==> src/rtl/ALU_sel.sv <==
// ALU operation select codes shared by the multicycle control unit and the ALU.
package ALU_sel;

    localparam logic [4:0] SEL_ADD  = 5'd0;
    localparam logic [4:0] SEL_SUB  = 5'd1;
    localparam logic [4:0] SEL_SLL  = 5'd2;
    localparam logic [4:0] SEL_SLT  = 5'd3;
    localparam logic [4:0] SEL_SLTU = 5'd4;
    localparam logic [4:0] SEL_XOR  = 5'd5;
    localparam logic [4:0] SEL_SRL  = 5'd6;
    localparam logic [4:0] SEL_SRA  = 5'd7;
    localparam logic [4:0] SEL_OR   = 5'd8;
    localparam logic [4:0] SEL_AND  = 5'd9;
    localparam logic [4:0] SEL_MUL  = 5'd10;

endpackage

==> src/rtl/riscv_ctrl_pkg.sv <==
// Shared types for the RV32I multicycle control unit: FSM states, opcodes,
// datapath mux encodings and the bundle of control outputs.
package riscv_ctrl_pkg;

    typedef enum logic [3:0] {
        S_FETCH, S_DECODE, S_EXEC_R, S_EXEC_I, S_ALU_WB,
        S_MEM_ADDR, S_MEM_RD, S_MEM_WB, S_MEM_WR,
        S_BRANCH, S_JAL, S_JALR, S_LUI, S_AUIPC, S_ILLEGAL
    } state_t;

    typedef enum logic [1:0] { CLS_R, CLS_I, CLS_BRANCH } op_class_t;

    localparam logic [6:0] OP_R      = 7'b0110011;
    localparam logic [6:0] OP_I      = 7'b0010011;
    localparam logic [6:0] OP_LOAD   = 7'b0000011;
    localparam logic [6:0] OP_STORE  = 7'b0100011;
    localparam logic [6:0] OP_BRANCH = 7'b1100011;
    localparam logic [6:0] OP_JAL    = 7'b1101111;
    localparam logic [6:0] OP_JALR   = 7'b1100111;
    localparam logic [6:0] OP_LUI    = 7'b0110111;
    localparam logic [6:0] OP_AUIPC  = 7'b0010111;

    localparam logic [6:0] F7_BASE   = 7'b0000000;
    localparam logic [6:0] F7_ALT    = 7'b0100000;
    localparam logic [6:0] F7_MULDIV = 7'b0000001;

    localparam logic [1:0] SRC_A_PC    = 2'd0;
    localparam logic [1:0] SRC_A_OLDPC = 2'd1;
    localparam logic [1:0] SRC_A_RS1   = 2'd2;
    localparam logic [1:0] SRC_A_ZERO  = 2'd3;

    localparam logic [1:0] SRC_B_RS2   = 2'd0;
    localparam logic [1:0] SRC_B_IMM   = 2'd1;
    localparam logic [1:0] SRC_B_FOUR  = 2'd2;

    localparam logic       PC_SRC_ALU    = 1'b0;
    localparam logic       PC_SRC_ALUOUT = 1'b1;

    localparam logic [1:0] WB_ALUOUT = 2'd0;
    localparam logic [1:0] WB_MDR    = 2'd1;
    localparam logic [1:0] WB_PC     = 2'd2;

    typedef struct packed {
        logic [4:0] alu_sel;
        logic [1:0] src_a;
        logic [1:0] src_b;
        logic       pc_write;
        logic       pc_src;
        logic       ir_write;
        logic       iord;
        logic       mem_read;
        logic       mem_write;
        logic       reg_write;
        logic [1:0] wb_sel;
        logic       illegal;
    } ctrl_t;

    localparam ctrl_t CTRL_IDLE = '{alu_sel: ALU_sel::SEL_ADD, default: '0};

endpackage

==> src/rtl/alu_op_decode.sv <==
// Combinational funct3/funct7 decode to an ALU select code plus a legality flag.
// Macro RV32M_MUL_EN enables decoding of the R-type MUL instruction.
module alu_op_decode
    import riscv_ctrl_pkg::*;
    import ALU_sel::*;
(
    input  op_class_t  op_class,
    input  logic [2:0] funct3,
    input  logic [6:0] funct7,
    output logic [4:0] alu_sel,
    output logic       legal
);

    always_comb begin
        alu_sel = SEL_ADD;
        legal   = 1'b1;
        if (op_class == CLS_BRANCH) begin
            case (funct3)
                3'b000, 3'b001: alu_sel = SEL_SUB;
                3'b100, 3'b101: alu_sel = SEL_SLT;
                3'b110, 3'b111: alu_sel = SEL_SLTU;
                default:        legal   = 1'b0;
            endcase
        end else begin
            case (funct3)
                3'b000:  alu_sel = SEL_ADD;
                3'b001:  alu_sel = SEL_SLL;
                3'b010:  alu_sel = SEL_SLT;
                3'b011:  alu_sel = SEL_SLTU;
                3'b100:  alu_sel = SEL_XOR;
                3'b101:  alu_sel = SEL_SRL;
                3'b110:  alu_sel = SEL_OR;
                default: alu_sel = SEL_AND;
            endcase
            if (op_class == CLS_R) begin
                if (funct7 == F7_BASE) begin
                    legal = 1'b1;
                end else if (funct7 == F7_ALT) begin
                    if (funct3 == 3'b000)      alu_sel = SEL_SUB;
                    else if (funct3 == 3'b101) alu_sel = SEL_SRA;
                    else                       legal   = 1'b0;
                end else if (funct7 == F7_MULDIV) begin
`ifdef RV32M_MUL_EN
                    if (funct3 == 3'b000) alu_sel = SEL_MUL;
                    else                  legal   = 1'b0;
`else
                    legal = 1'b0;
`endif
                end else begin
                    legal = 1'b0;
                end
            end else begin
                // Immediate forms: funct7 only carries meaning for the shifts.
                if (funct3 == 3'b101 && funct7[5]) alu_sel = SEL_SRA;
                if (funct3 == 3'b001 && funct7 != F7_BASE) legal = 1'b0;
            end
        end
    end

endmodule

==> src/rtl/riscv_mc_control.sv <==
// Multicycle RV32I control unit: Moore FSM producing datapath strobes and ALU select.
// Optional macro RV32M_MUL_EN enables R-type MUL decode.
module riscv_mc_control
    import riscv_ctrl_pkg::*;
    import ALU_sel::*;
(
    input  logic       clk,
    input  logic       rst,
    input  logic [6:0] opcode,
    input  logic [2:0] funct3,
    input  logic [6:0] funct7,
    input  logic       zero,
    output logic [4:0] alu_sel,
    output logic [1:0] alu_src_a,
    output logic [1:0] alu_src_b,
    output logic       pc_write,
    output logic       pc_src,
    output logic       ir_write,
    output logic       iord,
    output logic       mem_read,
    output logic       mem_write,
    output logic       reg_write,
    output logic [1:0] wb_sel,
    output logic       illegal
);

    state_t    state, next_state;
    ctrl_t     ctrl_q, ctrl;
    op_class_t dec_class;
    logic [4:0] dec_sel;
    logic      dec_legal;
    logic      legal_q, is_load_q, br_inv_q;
    logic      branch_taken;

    always_comb begin
        dec_class = CLS_I;
        if (opcode == OP_R)           dec_class = CLS_R;
        else if (opcode == OP_BRANCH) dec_class = CLS_BRANCH;
    end

    alu_op_decode u_alu_op_decode (
        .op_class (dec_class),
        .funct3   (funct3),
        .funct7   (funct7),
        .alu_sel  (dec_sel),
        .legal    (dec_legal)
    );

    function automatic ctrl_t state_ctrl(input state_t s, input logic [4:0] sel);
        ctrl_t c;
        c = CTRL_IDLE;
        case (s)
            S_FETCH: begin
                c.mem_read = 1'b1; c.ir_write = 1'b1; c.pc_write = 1'b1;
                c.src_a = SRC_A_PC; c.src_b = SRC_B_FOUR;
            end
            S_DECODE:   begin c.src_a = SRC_A_OLDPC; c.src_b = SRC_B_IMM; end
            S_EXEC_R:   begin c.src_a = SRC_A_RS1; c.src_b = SRC_B_RS2; c.alu_sel = sel; end
            S_EXEC_I:   begin c.src_a = SRC_A_RS1; c.src_b = SRC_B_IMM; c.alu_sel = sel; end
            S_ALU_WB:   begin c.reg_write = 1'b1; c.wb_sel = WB_ALUOUT; end
            S_MEM_ADDR: begin c.src_a = SRC_A_RS1; c.src_b = SRC_B_IMM; end
            S_MEM_RD:   begin c.mem_read = 1'b1; c.iord = 1'b1; end
            S_MEM_WB:   begin c.reg_write = 1'b1; c.wb_sel = WB_MDR; end
            S_MEM_WR:   begin c.mem_write = 1'b1; c.iord = 1'b1; end
            S_BRANCH: begin
                c.src_a = SRC_A_RS1; c.src_b = SRC_B_RS2; c.alu_sel = sel;
                c.pc_src = PC_SRC_ALUOUT;
            end
            S_JAL: begin
                c.reg_write = 1'b1; c.wb_sel = WB_PC;
                c.pc_write = 1'b1; c.pc_src = PC_SRC_ALUOUT;
            end
            S_JALR: begin
                c.src_a = SRC_A_RS1; c.src_b = SRC_B_IMM;
                c.pc_write = 1'b1; c.pc_src = PC_SRC_ALU;
                c.reg_write = 1'b1; c.wb_sel = WB_PC;
            end
            S_LUI:      begin c.src_a = SRC_A_ZERO;  c.src_b = SRC_B_IMM; end
            S_AUIPC:    begin c.src_a = SRC_A_OLDPC; c.src_b = SRC_B_IMM; end
            S_ILLEGAL:  c.illegal = 1'b1;
            default:    c = CTRL_IDLE;
        endcase
        return c;
    endfunction

    always_comb begin
        next_state = S_FETCH;
        case (state)
            S_FETCH: next_state = S_DECODE;
            S_DECODE: begin
                case (opcode)
                    OP_R:               next_state = S_EXEC_R;
                    OP_I:               next_state = S_EXEC_I;
                    OP_LOAD, OP_STORE:  next_state = S_MEM_ADDR;
                    OP_BRANCH:          next_state = S_BRANCH;
                    OP_JAL:             next_state = S_JAL;
                    OP_JALR:            next_state = S_JALR;
                    OP_LUI:             next_state = S_LUI;
                    OP_AUIPC:           next_state = S_AUIPC;
                    default:            next_state = S_ILLEGAL;
                endcase
            end
            S_EXEC_R, S_EXEC_I:  next_state = legal_q ? S_ALU_WB : S_ILLEGAL;
            S_MEM_ADDR:          next_state = is_load_q ? S_MEM_RD : S_MEM_WR;
            S_MEM_RD:            next_state = S_MEM_WB;
            S_BRANCH:            next_state = legal_q ? S_FETCH : S_ILLEGAL;
            S_LUI, S_AUIPC:      next_state = S_ALU_WB;
            default:             next_state = S_FETCH;
        endcase
    end

    // NOTE: sequential state uses non-blocking assignments so every register
    // samples the pre-edge values of the others, independent of statement order.
    always_ff @(posedge clk or posedge rst) begin
        if (rst) begin
            state     <= S_FETCH;
            ctrl_q    <= state_ctrl(S_FETCH, SEL_ADD);
            legal_q   <= 1'b0;
            is_load_q <= 1'b0;
            br_inv_q  <= 1'b0;
        end else begin
            state  <= next_state;
            ctrl_q <= state_ctrl(next_state, dec_sel);
            if (state == S_DECODE) begin
                legal_q   <= dec_legal;
                is_load_q <= (opcode == OP_LOAD);
                // BNE/BLT/BLTU are taken when the ALU result is non-zero.
                br_inv_q  <= funct3[0] ^ funct3[2];
            end
        end
    end

    assign branch_taken = (state == S_BRANCH) && legal_q && (zero ^ br_inv_q);

    // NOTE: the output register resets to the FETCH pattern so FETCH is live on
    // the first cycle after release; rst masks it so strobes drop the moment
    // reset asserts rather than at the next clock.
    always_comb begin
        ctrl = rst ? CTRL_IDLE : ctrl_q;
        ctrl.pc_write = ctrl.pc_write | branch_taken;
    end

    assign alu_sel   = ctrl.alu_sel;
    assign alu_src_a = ctrl.src_a;
    assign alu_src_b = ctrl.src_b;
    assign pc_write  = ctrl.pc_write;
    assign pc_src    = ctrl.pc_src;
    assign ir_write  = ctrl.ir_write;
    assign iord      = ctrl.iord;
    assign mem_read  = ctrl.mem_read;
    assign mem_write = ctrl.mem_write;
    assign reg_write = ctrl.reg_write;
    assign wb_sel    = ctrl.wb_sel;
    assign illegal   = ctrl.illegal;

endmodule
==> config.mk <==
export PLATFORM = sky130hd
export DESIGN_NAME = riscv_mc_control
export DESIGN_NICKNAME = d
export VERILOG_FILES = /design/src/rtl/ALU_sel.sv /design/src/rtl/riscv_ctrl_pkg.sv /design/src/rtl/alu_op_decode.sv /design/src/rtl/riscv_mc_control.sv
export SDC_FILE = /design/constraint.sdc
export NUM_CORES = 1
export LEC_CHECK = 0
export BUFFER_PORTS_ARGS = -buffer_cell sky130_fd_sc_hd__buf_2
export CORE_UTILIZATION = 30
export DETAILED_ROUTE_END_ITERATION = 16
export GPL_TIMING_DRIVEN = 0
export RECOVER_POWER = 50
export REMOVE_ABC_BUFFERS = 1
export SLEW_MARGIN = 30
export SYNTH_ARGS = -nofsm -noshare
export SYNTH_HDL_FRONTEND = slang
export SYNTH_SLANG_ARGS = --single-unit
==> constraint.sdc <==
create_clock -name clk -period 4.31 [get_ports clk]
set_clock_uncertainty 0.05 [all_clocks]
set_input_delay 1.293 -clock clk [delete_from_list [all_inputs] [get_ports clk]]
set_output_delay 1.293 -clock clk [all_outputs]
set_load 0.05 [all_outputs]
==> flow_metrics.env, run 1 <==
export IMPL_outcome="finished clean"
export IMPL_ant_nets=0
export IMPL_power_leakage_uw=0.000857
export IMPL_syn_inst=165
export IMPL_grt_pass1_wl_um=5280
export IMPL_cts_clk_slew_worst_paths_ns=0.09
export IMPL_io_pins=39
export IMPL_peakVddDrop_v=0.000202
export IMPL_worstMarginPinSlew_ns=1.04
export IMPL_final_max_slew_viol_count=0
export IMPL_crit_fanout=26
export IMPL_die_w_um=74.1
export IMPL_path_class="in2out"
export IMPL_layout_common_cells="35 x buf_2, 21 x dfrtp_1, 20 x nor2b_1"
export IMPL_whs_ns=0.458
export IMPL_wirelength_um=2990
export IMPL_syn_area_mm2=0.00156
export IMPL_synth_cell_types=51
export IMPL_cts_path_max_buffers=2
export IMPL_arrival_ns=2.44
export IMPL_gp_congestion=0.801
export IMPL_n_antenna_cell=0
export IMPL_cts_max_level=1
export IMPL_fin_ws_ns=0.522
export IMPL_ctsResizeCount=0
export IMPL_cts_root_buf="clkbuf_8"
export IMPL_finalHoldViolCount=0
export IMPL_grt_ovfl_total=0
export IMPL_async_reset_ff_frac=1.00
export IMPL_yosys_warnings=0
export IMPL_cap_viol_max_count=0
export IMPL_initial_core_util=0.321
export IMPL_routed_via_density=4.75
export IMPL_tritoncts="done"
export IMPL_dp_slack_ns=0.123
export IMPL_crit_required_ns=2.97
export IMPL_remaining_drc_errors=0
export IMPL_cp_start_kind="primary input"
export IMPL_clock_latency_ns=0.27
export IMPL_p_clk_frac=0.119
export IMPL_drt_initial_drc_count=53
export IMPL_fill_cells=501
export IMPL_grt_max_degree=27
export IMPL_clkSinkCount=25
export IMPL_synth_seq_cells=25
export IMPL_cts_setup_buffers=0
export IMPL_p_switching_uw=547
export IMPL_numCtsBuffers=3
export IMPL_avgSynthCellArea_um2=9.44
export IMPL_synth_area_leaders="dfrtp_1 34%, nor2b_1 8.0%, dfstp_2 6.7%, nand2_1 3.9%, a21oi_1 2.9%"
export IMPL_synth_top_cell_area_share=0.337
export IMPL_critPathCaptureType="output port"
export IMPL_worstHoldPathType="reg2reg"
export IMPL_finalSetupTns_ns=0
export IMPL_grt_pass1_vias=1122
export IMPL_p_per_area_mw_per_mm2=652
export IMPL_stdcell_area_mm2=0.00180
export IMPL_comb_power_share=0.543
export IMPL_track_usage=0.127
export IMPL_die_h_um=74.1
export IMPL_relSlewSlack=0.308
export IMPL_first_pass_iters=4
export IMPL_setup_viol=0
export IMPL_ys_flop_type="dfrtp_1"
export IMPL_yosys_area_top_type="dfrtp_1"
export IMPL_final_common_cell="buf_2"
export IMPL_row_count=25
export IMPL_dieArea_mm2=0.00548
export IMPL_final_util=0.371
export IMPL_antenna_found_initial=0
export IMPL_nNetsFinal=218
export IMPL_r2r_cells=6
export IMPL_fin_crit_sh=0.879
export IMPL_placed_cell_area_mm2=0.00178
export IMPL_rsz0062_at_grt="no"
export IMPL_seq_area_um2=631
export IMPL_fmax_ghz=0.264
export IMPL_intPower_uw=627
export IMPL_pwr_share_seq=0.338
export IMPL_fin_crit_ns=3.79
export IMPL_vias=1248
export IMPL_drive_gt1_frac=0.276
export IMPL_area_growth_synth_to_final_pct=15.5
export IMPL_core_area_mm2=0.00485
export IMPL_wl_per_cell_um=11.4
export IMPL_synth_edff_count=0
export IMPL_numPortBuffers=37
export IMPL_switching_share=0.466
export IMPL_multiInputGateArea_um2=830
export IMPL_yosysSeqAreaShare=0.405
export IMPL_place_hpwl_um=2210
export IMPL_hold_buffers=0
export IMPL_hold_path_depth=2
==> per-stage QoR <==
stage | total power [µW] | cells
3_3_place_gp | 1050 | 259
3_5_place_dp | 1060 | 259
6_report | 1170 | 263
5_1_grt | 1280 | 263
4_1_cts | 1200 | 263
2_1_floorplan | 920 | 155
==> final cells by class <==
| type | count | area share |
|---|---|---|
| inverters | 7 | 0.0146 |
| clock inverters | 1 | 0.00278 |
| repair buffers | 37 | 0.102 |
| multi-input cells | 123 | 0.461 |
| flip-flops and latches | 25 | 0.350 |
| clock buffers | 3 | 0.0229 |
| well taps | 67 | 0.0466 |
==> cell usage after synthesis (all sizes together), types with 3 or more instances <==
library cell / count
nor3: 7
nor2b: 20
nand3b: 5
o21ai: 5
o41ai: 3
inv: 7
a21o: 6
dfrtp: 21
a211oi: 3
nand2: 16
nand2b: 5
nor2: 5
buf: 5
or3b: 4
clkbuf: 5
or2: 4
a21oi: 9
nand3: 3
dfstp: 4
==> flip-flops by register name (all words and copies together), names as in the netlist <==
register	cells
ctrl_q	18
state	4
br_inv_q	1
is_load_q	1
legal_q	1
==> worst max-delay path, stage by stage <==
cell and delay (ns):
buf_2 0.20, inv_2 0.43, o2bb2ai_1 0.21, buf_2 0.30
==> power by group through the flow <==
stage	clock (µW)	combinational (µW)	sequential, µW
2_1_floorplan	0	536	384
3_3_place_gp	0	652	402
3_5_place_dp	0	658	402
4_1_cts	144	662	397
5_1_grt	156	712	413
6_report	140	637	397
==> logic make-up (layout without fill, tap and decap cells) <==
family	count (synthesis)	in the layout	share of synthesized area
AND/OR/NAND/NOR	76	76	0.292
AO/OA/AOI/OAI	40	40	0.214
flip-flops	25	25	0.405
buffers and inverters	17	48	0.0482
XOR/XNOR	3	3	0.0169
multiplexers	2	2	0.0129
adder cells (fa/ha/maj)	1	1	0.00803
other	1	1	0.00241
==> worst paths after layout <==
| check | startpoint | slack, ns | end |
|---|---|---|---|
| hold reg to reg | br_inv_q | 0.46 | br_inv_q |
| hold / removal | br_inv_q | 0.46 | br_inv_q |
| max in group asynchronous | rst | 2.69 | ctrl_q[9] |
| min in group asynchronous | rst | 1.15 | ctrl_q[4] |
| setup reg to reg | state[3] | 1.62 | ctrl_q[15] |
| setup / recovery | rst | 0.52 | pc_write |
==> layer usage <==
metal / share of wire / global-route usage / up-vias
li1: - / - / 651
met1: 0.51 / 0.176 / 559
met2: 0.44 / 0.192 / 36
met3: 0.039 / 0.0176 / 2
met4: 0.011 / 0.0641 / 0
met5: 0 / 0 / -
Power figures use the tool's default switching activity.
==> run 2: changes to the inputs <==
RECOVER_POWER = unset   (was 50)
==> run 2 against run 1 <==
First-iteration DRC count increased by 13%. Fmax about the same. Sequential power barely moved. Sequential cell count unchanged. Clock-buffer cell count unchanged. Non-clock buffer count is the same. Critical path depth stayed put. Via count grew 0.16%. Global-route usage is the same. Die area is the same. Clock power about the same. Setup slack lost 0.0019 ns. Critical endpoint unchanged. Largest cell class unchanged. Largest power group unchanged. Highest routed layer unchanged.
==> flow_metrics.env, run 2 (same netlist as run 1, synthesis figures left out) <==
export IMPL_hold_end="br_inv_q"
export IMPL_setup_viol=0
export IMPL_min_from="br_inv_q"
export IMPL_fin_crit_ns=3.79
export IMPL_numPortBuffers=37
export IMPL_peakVddDrop_v=0.000202
export IMPL_final_util=0.376
export IMPL_whs_ns=0.458
export IMPL_first_pass_iters=4
export IMPL_cp_start_kind="primary input"
export IMPL_regMostFlops="ctrl_q"
export IMPL_final_common_cell="buf_2"
export IMPL_r2r_cells=5
export IMPL_cts_max_level=1
export IMPL_ctsResizeCount=0
export IMPL_outcome="finished clean"
export IMPL_finalSetupTns_ns=0
export IMPL_remaining_drc_errors=0
export IMPL_vias=1250
export IMPL_power_total_uw=1190
export IMPL_relSlewSlack=0.630
export IMPL_final_max_slew_viol_count=0
export IMPL_clock_latency_ns=0.27
export IMPL_ant_nets=0
export IMPL_drt_initial_drc_count=60
export IMPL_row_count=25
export IMPL_grt_ovfl_total=0
export IMPL_clkSinkCount=25
export IMPL_hold_buffers=0
export IMPL_crit_buf_inv=3
export IMPL_cts_setup_buffers=0
export IMPL_path_delay_family="buffers and inverters"
export IMPL_finalHoldViolCount=0
export IMPL_cpMostUsedCell="buf_2"
export IMPL_die_h_um=74.1
export IMPL_arrival_ns=2.45
export IMPL_power_leakage_uw=0.000868
export IMPL_slowest_delay_ns=0.43
export IMPL_worstMarginPinSlew_ns=0.555
export IMPL_r2r_start="state[0]"
export IMPL_grt_pass1_vias=1122
export IMPL_grt_max_degree=27
export IMPL_fmax_ghz=0.264
export IMPL_routed_via_density=4.75
export IMPL_numCtsBuffers=3
export IMPL_core_area_mm2=0.00485
export IMPL_n_antenna_cell=0
export IMPL_fin_crit_sh=0.879
export IMPL_largest_register_ffs=18
export IMPL_track_usage=0.127
export IMPL_reg_top3="ctrl_q: 18 flops, state: 4 flops"
export IMPL_place_hpwl_um=2210
export IMPL_layout_common_cells="37 x buf_2, 21 x dfrtp_1, 20 x nor2b_1"
export IMPL_antenna_found_initial=0
export IMPL_p_per_area_mw_per_mm2=654
export IMPL_nNetsFinal=218
export IMPL_path_class="in2out"
export IMPL_crit_required_ns=2.97
export IMPL_ff2ff_setup_slack_ns=1.89
export IMPL_die_w_um=74.1
export IMPL_dp_cells=259
export IMPL_area_growth_synth_to_final_pct=17.1
export IMPL_crit_fanout=26
export IMPL_hold_path_depth=2
export IMPL_tritoncts="done"
export IMPL_worstHoldPathType="reg2reg"
export IMPL_rsz0062_at_grt="no"
export IMPL_critPathCaptureType="output port"
export IMPL_cp_cell_sequence="buf_2, inv_2, o2bb2ai_1, buf_2"
export IMPL_dieArea_mm2=0.00548
export IMPL_cts_root_buf="clkbuf_8"
export IMPL_wirelength_um=3000
export IMPL_io_pins=39
export IMPL_cap_viol_max_count=0
export IMPL_grt_pass1_wl_um=5280
export IMPL_wl_per_cell_um=11.4
export IMPL_cp_slowest_cell="inv_2"
export IMPL_gp_congestion=0.801
export IMPL_cts_clk_slew_worst_paths_ns=0.09
export IMPL_cts_path_max_buffers=2
export IMPL_final_cell_count_no_fill=263
export IMPL_drive_gt1_frac=0.296
export IMPL_initial_core_util=0.321
export IMPL_reg2reg_to="ctrl_q[15]"
-- run 2: cell count changes in the layout (fill, tap and decap cells not counted) --
cell      previous run  this run
a221oi_4             0         1
o21ai_1              1         2
o21ai_0              4         3
or2_0                2         1
buf_2               35        37
a221oi_1             2         1
a211oi_2             0         1
a211oi_1             3         2
or2_1                1         2
clkbuf_1             2         0
-- run 2: report_power, final --
group	leakage [µW]	switching [µW]	total [µW]	internal (µW)
clock	0.0000255	74.4	139	64.7
sequential	0.000319	59.5	397	338
combinational	0.000523	422	657	234
total	0.000868	556	1190	637
-- run 2: per-layer routing --
layer | vias up | GRT usage | routed length [µm]
li1 | 650 | - | -
met1 | 561 | 0.176 | 1540
met2 | 37 | 0.192 | 1300
met3 | 2 | 0.0176 | 129
met4 | 0 | 0.0641 | 34
met5 | - | 0 | 0
-- run 2: worst reg2reg max path, delay by kind of cell (launching register included) --
family / cells / cell delay (ns)
flops: 1 / 0.49
simple gates: 3 / 0.93
mux: 1 / 0.44
compound gates: 1 / 0.38
-- run 2: worst max path at each step --
stage	depth (start not counted)	from	end	slack, ns
floorplan	2	rst	pc_write	0.60
global placement	4	rst	pc_write	0.15
detailed placement	4	rst	pc_write	0.12
CTS	4	rst	pc_write	0.12
global route	4	rst	pc_write	0.36
finish	4	rst	pc_write	0.52
-- run 2: layout make-up --
type	count	area, µm²
multi-input combinational	123	852
sequential	25	631
tap	67	83.8
timing repair buffer	37	185
inverter	7	26.3
clock inverter	1	5.00
fill	495	3020
clock buffer	3	41.3
-- run 2: through the flow --
stage          area (µm²)  worst slack, ns
2_1_floorplan        1510            0.602
3_3_place_gp         1780            0.145
3_5_place_dp         1780            0.123
4_1_cts              1820            0.120
5_1_grt              1820            0.363
6_report             1820            0.520
